`src/rtl/ff256_ct_seq_byte_packer_pkg.sv`:
```
// Shared constants and types for the sequential FF(256) cosine-transform path.
// Byte, word and lane-index widths used by the mux and the packer.
package ff256_ct_seq_pkg;

  localparam int BYTE_W  = 8;
  localparam int N_BYTES = 8;
  localparam int WORD_W  = BYTE_W * N_BYTES;
  localparam int IDX_W   = $clog2(N_BYTES);

  typedef logic [BYTE_W-1:0] gf_byte_t;
  typedef logic [WORD_W-1:0] gf_word_t;
  typedef logic [IDX_W-1:0]  byte_idx_t;

endpackage

```
`src/rtl/ff256_ct_seq_byte_packer_if.sv`:
```
// Byte-in / word-out handshake bundle around the FF(256) byte packer.
// slave = packer side, master = producer/consumer side.
interface ff256_ct_seq_byte_packer_if;
  import ff256_ct_seq_pkg::*;

  logic      in_valid;
  logic      in_ready;
  gf_byte_t  in_data;
  byte_idx_t byte_idx;
  logic      out_valid;
  logic      out_ready;
  gf_word_t  out_word;

  modport slave (
    input  in_valid, in_data, out_ready,
    output in_ready, byte_idx, out_valid, out_word
  );

  modport master (
    output in_valid, in_data, out_ready,
    input  in_ready, byte_idx, out_valid, out_word
  );

endinterface

```
`src/rtl/ff256_ct_seq_byte_packer.sv`:
```
// Packs a serial GF(256) byte stream into 64-bit words, driving the
// upstream mux selector; assembly + output register for full rate.
module ff256_ct_seq_byte_packer
  import ff256_ct_seq_pkg::*;
#(
  parameter int P_BYTE_W  = BYTE_W,
  parameter int P_N_BYTES = N_BYTES
) (
  input  logic clk,
  input  logic rst,
  input  logic clear,
  ff256_ct_seq_byte_packer_if.slave bus
);

  localparam int P_WORD_W = P_BYTE_W * P_N_BYTES;
  localparam int P_IDX_W  = $clog2(P_N_BYTES);

  logic [P_IDX_W-1:0]  idx_q, idx_d;
  logic [P_WORD_W-1:0] asm_q, asm_d;
  logic [P_WORD_W-1:0] word_q, word_d;
  logic                vld_q, vld_d;
  logic [P_WORD_W-1:0] merged;
  logic                last;
  logic                ready;
  logic                acc;

  assign last  = idx_q == P_IDX_W'(P_N_BYTES - 1);
  // Only the final byte can stall: it needs the output register free.
  assign ready = ~(last & vld_q & ~bus.out_ready);
  assign acc   = bus.in_valid & ready;

  always_comb begin
    merged = asm_q;
    merged[idx_q*P_BYTE_W +: P_BYTE_W] = bus.in_data;
    idx_d  = idx_q;
    asm_d  = asm_q;
    word_d = word_q;
    vld_d  = vld_q;
    if (vld_q & bus.out_ready) begin
      vld_d = 1'b0;
    end
    if (clear) begin
      idx_d = '0;
      asm_d = '0;
    end else if (acc) begin
      if (last) begin
        word_d = merged;
        vld_d  = 1'b1;
        idx_d  = '0;
        asm_d  = '0;
      end else begin
        asm_d = merged;
        idx_d = idx_q + P_IDX_W'(1);
      end
    end
  end

  always_ff @(posedge clk) begin
    if (rst) begin
      idx_q  <= '0;
      asm_q  <= '0;
      word_q <= '0;
      vld_q  <= 1'b0;
    end else begin
      idx_q  <= idx_d;
      asm_q  <= asm_d;
      word_q <= word_d;
      vld_q  <= vld_d;
    end
  end

  assign bus.in_ready  = ready;
  assign bus.byte_idx  = byte_idx_t'(idx_q);
  assign bus.out_valid = vld_q;
  assign bus.out_word  = gf_word_t'(word_q);

endmodule

```
`src/flat_wrapper.sv`:
```
// flat-port wrapper written by rule: the top's interface ports become plain ports
module ff256_ct_seq_byte_packer_flat import ff256_ct_seq_pkg::*;
#(
  parameter int P_BYTE_W  = BYTE_W,
  parameter int P_N_BYTES = N_BYTES
)
  (clk, rst, clear, bus_in_valid, bus_in_data, bus_out_ready, bus_in_ready, bus_byte_idx, bus_out_valid, bus_out_word);
  ff256_ct_seq_byte_packer_if bus_i ();
  input  logic clk;
  input  logic rst;
  input  logic clear;
  input wire logic [$bits(bus_i.in_valid)-1:0] bus_in_valid;
  input wire logic [$bits(bus_i.in_data)-1:0] bus_in_data;
  input wire logic [$bits(bus_i.out_ready)-1:0] bus_out_ready;
  output wire logic [$bits(bus_i.in_ready)-1:0] bus_in_ready;
  output wire logic [$bits(bus_i.byte_idx)-1:0] bus_byte_idx;
  output wire logic [$bits(bus_i.out_valid)-1:0] bus_out_valid;
  output wire logic [$bits(bus_i.out_word)-1:0] bus_out_word;
  assign bus_i.in_valid = bus_in_valid;
  assign bus_i.in_data = bus_in_data;
  assign bus_i.out_ready = bus_out_ready;
  assign bus_in_ready = bus_i.in_ready;
  assign bus_byte_idx = bus_i.byte_idx;
  assign bus_out_valid = bus_i.out_valid;
  assign bus_out_word = bus_i.out_word;
  ff256_ct_seq_byte_packer #(.P_BYTE_W(P_BYTE_W), .P_N_BYTES(P_N_BYTES)) u_core (.clk(clk), .rst(rst), .clear(clear), .bus(bus_i));
endmodule
```
`config.mk`:
```
export PLATFORM = sky130hd
export DESIGN_NAME = ff256_ct_seq_byte_packer_flat
export DESIGN_NICKNAME = d
export VERILOG_FILES = /design/src/rtl/ff256_ct_seq_byte_packer_pkg.sv /design/src/rtl/ff256_ct_seq_byte_packer_if.sv /design/src/rtl/ff256_ct_seq_byte_packer.sv /design/src/flat_wrapper.sv
export SDC_FILE = /design/constraint.sdc
export NUM_CORES = 1
export LEC_CHECK = 0
export CORE_MARGIN = 2
export CORE_UTILIZATION = 55
export CTS_CLUSTER_SIZE = 40
export DETAILED_ROUTE_END_ITERATION = 10
export DONT_BUFFER_PORTS = 1
export GPL_TIMING_DRIVEN = 1
export PLACE_DENSITY = 0.73
export SLEW_MARGIN = 20
export SYNTH_ARGS = -nofsm -noshare
export SYNTH_HDL_FRONTEND = slang
export SYNTH_SLANG_ARGS = --single-unit
```
`constraint.sdc`:
```
create_clock -name clk -period 2.9 [get_ports clk]
set_input_delay 0.725 -clock clk [delete_from_list [all_inputs] [get_ports clk]]
set_output_delay 0.725 -clock clk [all_outputs]
set_load 0.005 [all_outputs]
```
Word level (Yosys, flattened, before mapping)
Cells that the tools add are included.
{"block": "word_totals", "ff_bits": 132, "wordCells": 25, "output_inout_bits": 69}
{"block": "classes", "muxes": 7, "bitwise": 7, "reduce_logical": 2, "n_addsub": 2, "n_shift": 2, "n_eq_ne": 1}
{"operator": "64-bit bitwise mux", "n": 1}
{"operator": "64-bit two-way mux", "n": 1}
{"operator": "8-bit by 34-bit variable shift with 64-bit output (first input constant)", "n": 1}
{"operator": "8-bit by 34-bit indexed part select with 64-bit output", "n": 1}
{"operator": "6-bit negation with 34-bit output", "n": 1}
{"operator": "1-bit AND", "n": 4}
{"operator": "1-bit two-way mux", "n": 4}
{"operator": "3-bit by 1-bit adder with 3-bit output (second input constant)", "n": 1}
{"operator": "3-bit == test (second input constant)", "n": 1}
{"operator": "3-bit two-way mux", "n": 1}
{"operator": "1-bit NOT", "n": 3}
{"operator": "3-bit AND reduction", "n": 1}
{"operator": "2-bit OR reduction", "n": 1}

Longest topological paths before layout
{"block": "logic_depth", "depth_word": 7, "mapped_depth": 12, "mapped_depth_nobuf": 6}

Worst setup path before layout
No wires, ideal clock.
{"block": "synth_path", "path_type": "reg-to-reg", "from": "register u_core.idx_q[0] (netlist: u_core.bus.byte_idx[0])", "to": "register u_core.word_q[55] (netlist: u_core.bus.out_word[55])", "setup_time_ps": 91, "synth_period_minus_slack_ps": 2988, "required_ps": 2809, "arrival_ps": 2897, "stages_incl_launch_ff": 12, "path_buffers": 5, "path_slack_ps": -88, "path_cell_list": "dfxtp_1 > buf_2 > clkbuf_1 > clkbuf_1 > inv_1 > ha_1 > ha_1 > buf_2 > nand2b_1 > clkbuf_1 > or4_1 > a311oi_1"}
{"block": "synth_via", "elab_chain_cells": 6, "elab_cells_between_ends": 10, "cone_classes": "add/sub: 1; eq/ne: 1; shift: 2; mux: 1; bitwise: 4; reduce/logical: 1"}
{"item": "start: declaration", "line_no": "ff256_ct_seq_byte_packer.sv:18", "rtl": "logic [P_IDX_W-1:0] idx_q, idx_d;"}
{"item": "start signal: assignment", "line_no": "ff256_ct_seq_byte_packer.sv:65", "rtl": "idx_q <= idx_d;"}
{"item": "branches (longest 6 deep; another with 6-bit negation with 34-bit output)"}
{"item": "end signal: assignment", "line_no": "ff256_ct_seq_byte_packer.sv:67", "rtl": "word_q <= word_d;"}
{"item": "end: declaration", "line_no": "ff256_ct_seq_byte_packer.sv:20", "rtl": "logic [P_WORD_W-1:0] word_q, word_d;"}
Several ways; the timed one is not identified.
A chain may end at the register's enable or synchronous reset.

Worst setup path in the final report
{"block": "layout_path", "from": "register u_core.idx_q[1] (netlist: u_core.bus.byte_idx[1])", "to": "output bus_in_ready"}
{"block": "layout_via", "elab_chain_cells": 4}
{"item": "3-bit == test", "line_no": "ff256_ct_seq_byte_packer.sv:27", "rtl": "assign last = idx_q == P_IDX_W'(P_N_BYTES - 1);"}
{"item": "1-bit AND (2 in a row)", "line_no": "ff256_ct_seq_byte_packer.sv:29", "rtl": "assign ready = ~(last & vld_q & ~bus.out_ready);"}
{"item": "1-bit NOT", "line_no": "ff256_ct_seq_byte_packer.sv:29"}
{"item": "end: declaration", "line_no": "flat_wrapper.sv:15", "rtl": "output wire logic [$bits(bus_i.in_ready)-1:0] bus_in_ready;"}
Every way passes these cells.

==> run metrics <==
drt wl/cell 23.05 um; area fraction in compound gates after synthesis 0.2798; max-cap violations 0; setup TNS 0 ns; Placer Congestion 0.8840; Hold Crit Endpoint u_core.bus.out_word[34]; core footprint 11,520 sq um; final hold vios 0; share of post-route cells with drive strength above 1 0.1255; Post-CTS Setup Inserts 0; Avg Vias per Cell 7.227; PnR worst setup slack 0.2188 ns; area grow syn2layout 10.17%; FP Rows 39; GRT Total Usage 0.3037; Startpoint Class flip-flop; Worst Skew 0.009387 ns; vias in the first global route 5,760; Net Sw Frac 0.2154; # placed instances 812; WHS Path Cells 1; post-CTS sizing 0; crit path DAT 1.96 ns; reg2reg start u_core.bus.byte_idx[0]; Ports 82; fin nets 706; Num CTS Buffers 17; post-synthesis mux area share 0.05178; Final setup violation count 0; number of clock sinks 132; CTS root buf clkbuf_16; total chip power 4.410 mW; Worst Setup End Kind primary output; maximum buffer depth of the clock tree 2; IO buf count 0; yosys warns 0; Die X 113.3 um; maximum number of pins on one net before global-route repair 70; Main synth FF type dfxtp_1; DRT Wirelength 19.46 mm; FMAX 373.0 MHz; flop2flop setup slack 0.24 ns; # fillers 962; syn nets 754; largest family of logic cells by synthesized area compound AO/OA/AOI/OAI gates; Ant. Diodes 0; Post-Syn Instances 736; worst-skew pair later-pin latency 0.43 ns; R2R cell count 6; Die ar. 12,840 sq um; synthesized area 6573 sq um; CTS H-tree depth 4; Initial Utilization 0.5707; Tmin final 2.681 ns; Worst Tran Pin Value 0.9142 ns; M3 GR Usage 0.08249; Simple-Gate Fraction of Synth Area 0.1911; Hold Startpoint rst; relative slew slack 0.3899; grt met1 use 0.3801; Worst Setup Path Type flip-flop to primary output; Clk network pwr share 0.549; Sw Pwr 949.9 uW; clock slew seen by the registers of the worst setup and hold paths 0.06 ns; synth unique cells 44; RSZ-0062 raised after global routing false; Placed Instance Area 6574 sq um; Multi-input gate area 3520 sq um; Sequential Area 2643 sq um; flops & latches, synth 132; worst vdd ir 0.0003300 V; fin crit share 0.9246; Non-Filler Instances 844; TritonCTS clock tree done; Die Height 113.3 um; Post-Synth XOR/XNOR Area 0; Flop pwr share 0.413; first-pass detailed-route iteration total 5; initial antenna violation count 0; hold_buf cts 0; most common cell after layout, fill and taps aside dfxtp_1; starting DRC count in detailed routing 543; crit path max fanout 16; status completed; ys async rst share 0; HPWL after DPL 12.62 mm; commonest non-fill, non-tap cells in the layout dfxtp_1, a31oi_1, nand2_1; Req. time, crit path 2.17 ns; reg2reg end u_core.bus.out_word[39]; via count 6,100; combinational power share 0.038; Placement Setup Slack 0.3072 ns; DRC 0; Post-Synth Adder-Cell Area 0.009518; Post-synth EDFFs 0; Final ANT Viol Nets 0; GRT overflow 0; Slew Limit Fails 0; GRT busiest layer met2; post-synthesis sequential area ratio 0.4021; Hold Crit Class input port to flip-flop; PD cells 609.1 nW/um^2; LEAKAGE 2.188 nW; mean post-synth cell area 8.930 sq um; global-route wire length before repair 30.98 mm; design area 7241 sq um; met2 GRT Util 0.4822; Int Power 3.460 mW
==> per-layer routing <==
layer | part of all wire | vias up | routed length (um)
li1 | - | 2785 | -
met1 | 0.41 | 2979 | 7905
met2 | 0.48 | 271 | 9303
met3 | 0.077 | 65 | 1505
met4 | 0.038 | 0 | 743
met5 | 0 | - | 0
==> per-stage QoR <==
step,utilization,hold slack [ns]
detailed placement,0.5708,0.4768
floorplan,-,0.4623
global route,0.6287,0.3554
CTS,0.6287,0.3599
global placement,0.5708,0.4722
finish,0.6287,0.3630
==> power by group through the flow <==
stage          logic [mW]  clock network [mW]  registers, mW
2_1_floorplan       0.140                   0           1.86
3_3_place_gp        0.159                   0           1.86
3_5_place_dp        0.164                   0           1.86
4_1_cts             0.164                2.42           1.82
5_1_grt             0.180                2.50           1.82
6_report            0.168                2.42           1.82
==> cell usage after synthesis, types with 4 or more instances <==
cell type	instances	area [sq um]
o21ai_0	41	205.2
nand3b_1	17	127.6
mux2i_1	34	340.3
a311oi_1	50	437.9
o31ai_1	24	180.2
a31oi_1	94	588.1
o211ai_1	21	157.7
nand2_1	66	247.7
a211oi_1	14	105.1
and4b_1	8	80.08
and2_1	7	43.79
or4_1	24	180.2
ha_1	5	62.56
a32o_1	14	140.1
inv_1	6	22.52
a21oi_1	5	25.02
or3b_2	14	122.6
buf_2	15	75.07
nand3_1	18	90.09
nand2b_1	13	81.33
dfxtp_1	132	2643
clkbuf_1	72	270.3
nor2_1	6	22.52
buf_6	4	45.04
==> kinds of logic after synthesis <==
logic type | after synthesis
buf+inv | 101
mux | 34
flops | 132
compound gates | 263
fa+ha+maj | 5
simple gates | 201
==> worst max-delay path by stage <==
stage / start / to / depth (start not counted) / slack [ns]
after floorplan: u_core.bus.byte_idx[0] / u_core.bus.out_word[55] / 11 / 0.005
after global placement: u_core.bus.byte_idx[0] / u_core.bus.out_word[37] / 6 / 0.48
after detailed placement: u_core.bus.byte_idx[0] / u_core.bus.out_word[39] / 6 / 0.31
after CTS: u_core.bus.byte_idx[1] / bus_in_ready / 5 / 0.27
after global routing: u_core.bus.byte_idx[0] / u_core.bus.out_word[39] / 6 / 0.1
final: u_core.bus.byte_idx[1] / bus_in_ready / 5 / 0.22
==> cell type report <==
type                    instances  share of cell area
inverters                       6            0.003110
flip-flops and latches        132              0.3650
clock buffers                  21             0.06497
multi-input cells             503              0.4861
well taps                     143             0.02471
clock inverters                11             0.02713
repair buffers                 28             0.02903
==> registers in the layout, indices dropped and copies added, names as in the netlist <==
signal,cells
u_core.asm_q,64
u_core.bus.out_valid,1
u_core.bus.byte_idx,3
u_core.bus.out_word,64
==> critical path, cell delays in order, from the launching register on <==
cell and delay, ns:
dfxtp_1 0.32, buf_4 0.18, ha_1 0.17, ha_1 0.45, and3b_1 0.26, inv_1 0.14
Power figures use the tool's default switching activity.
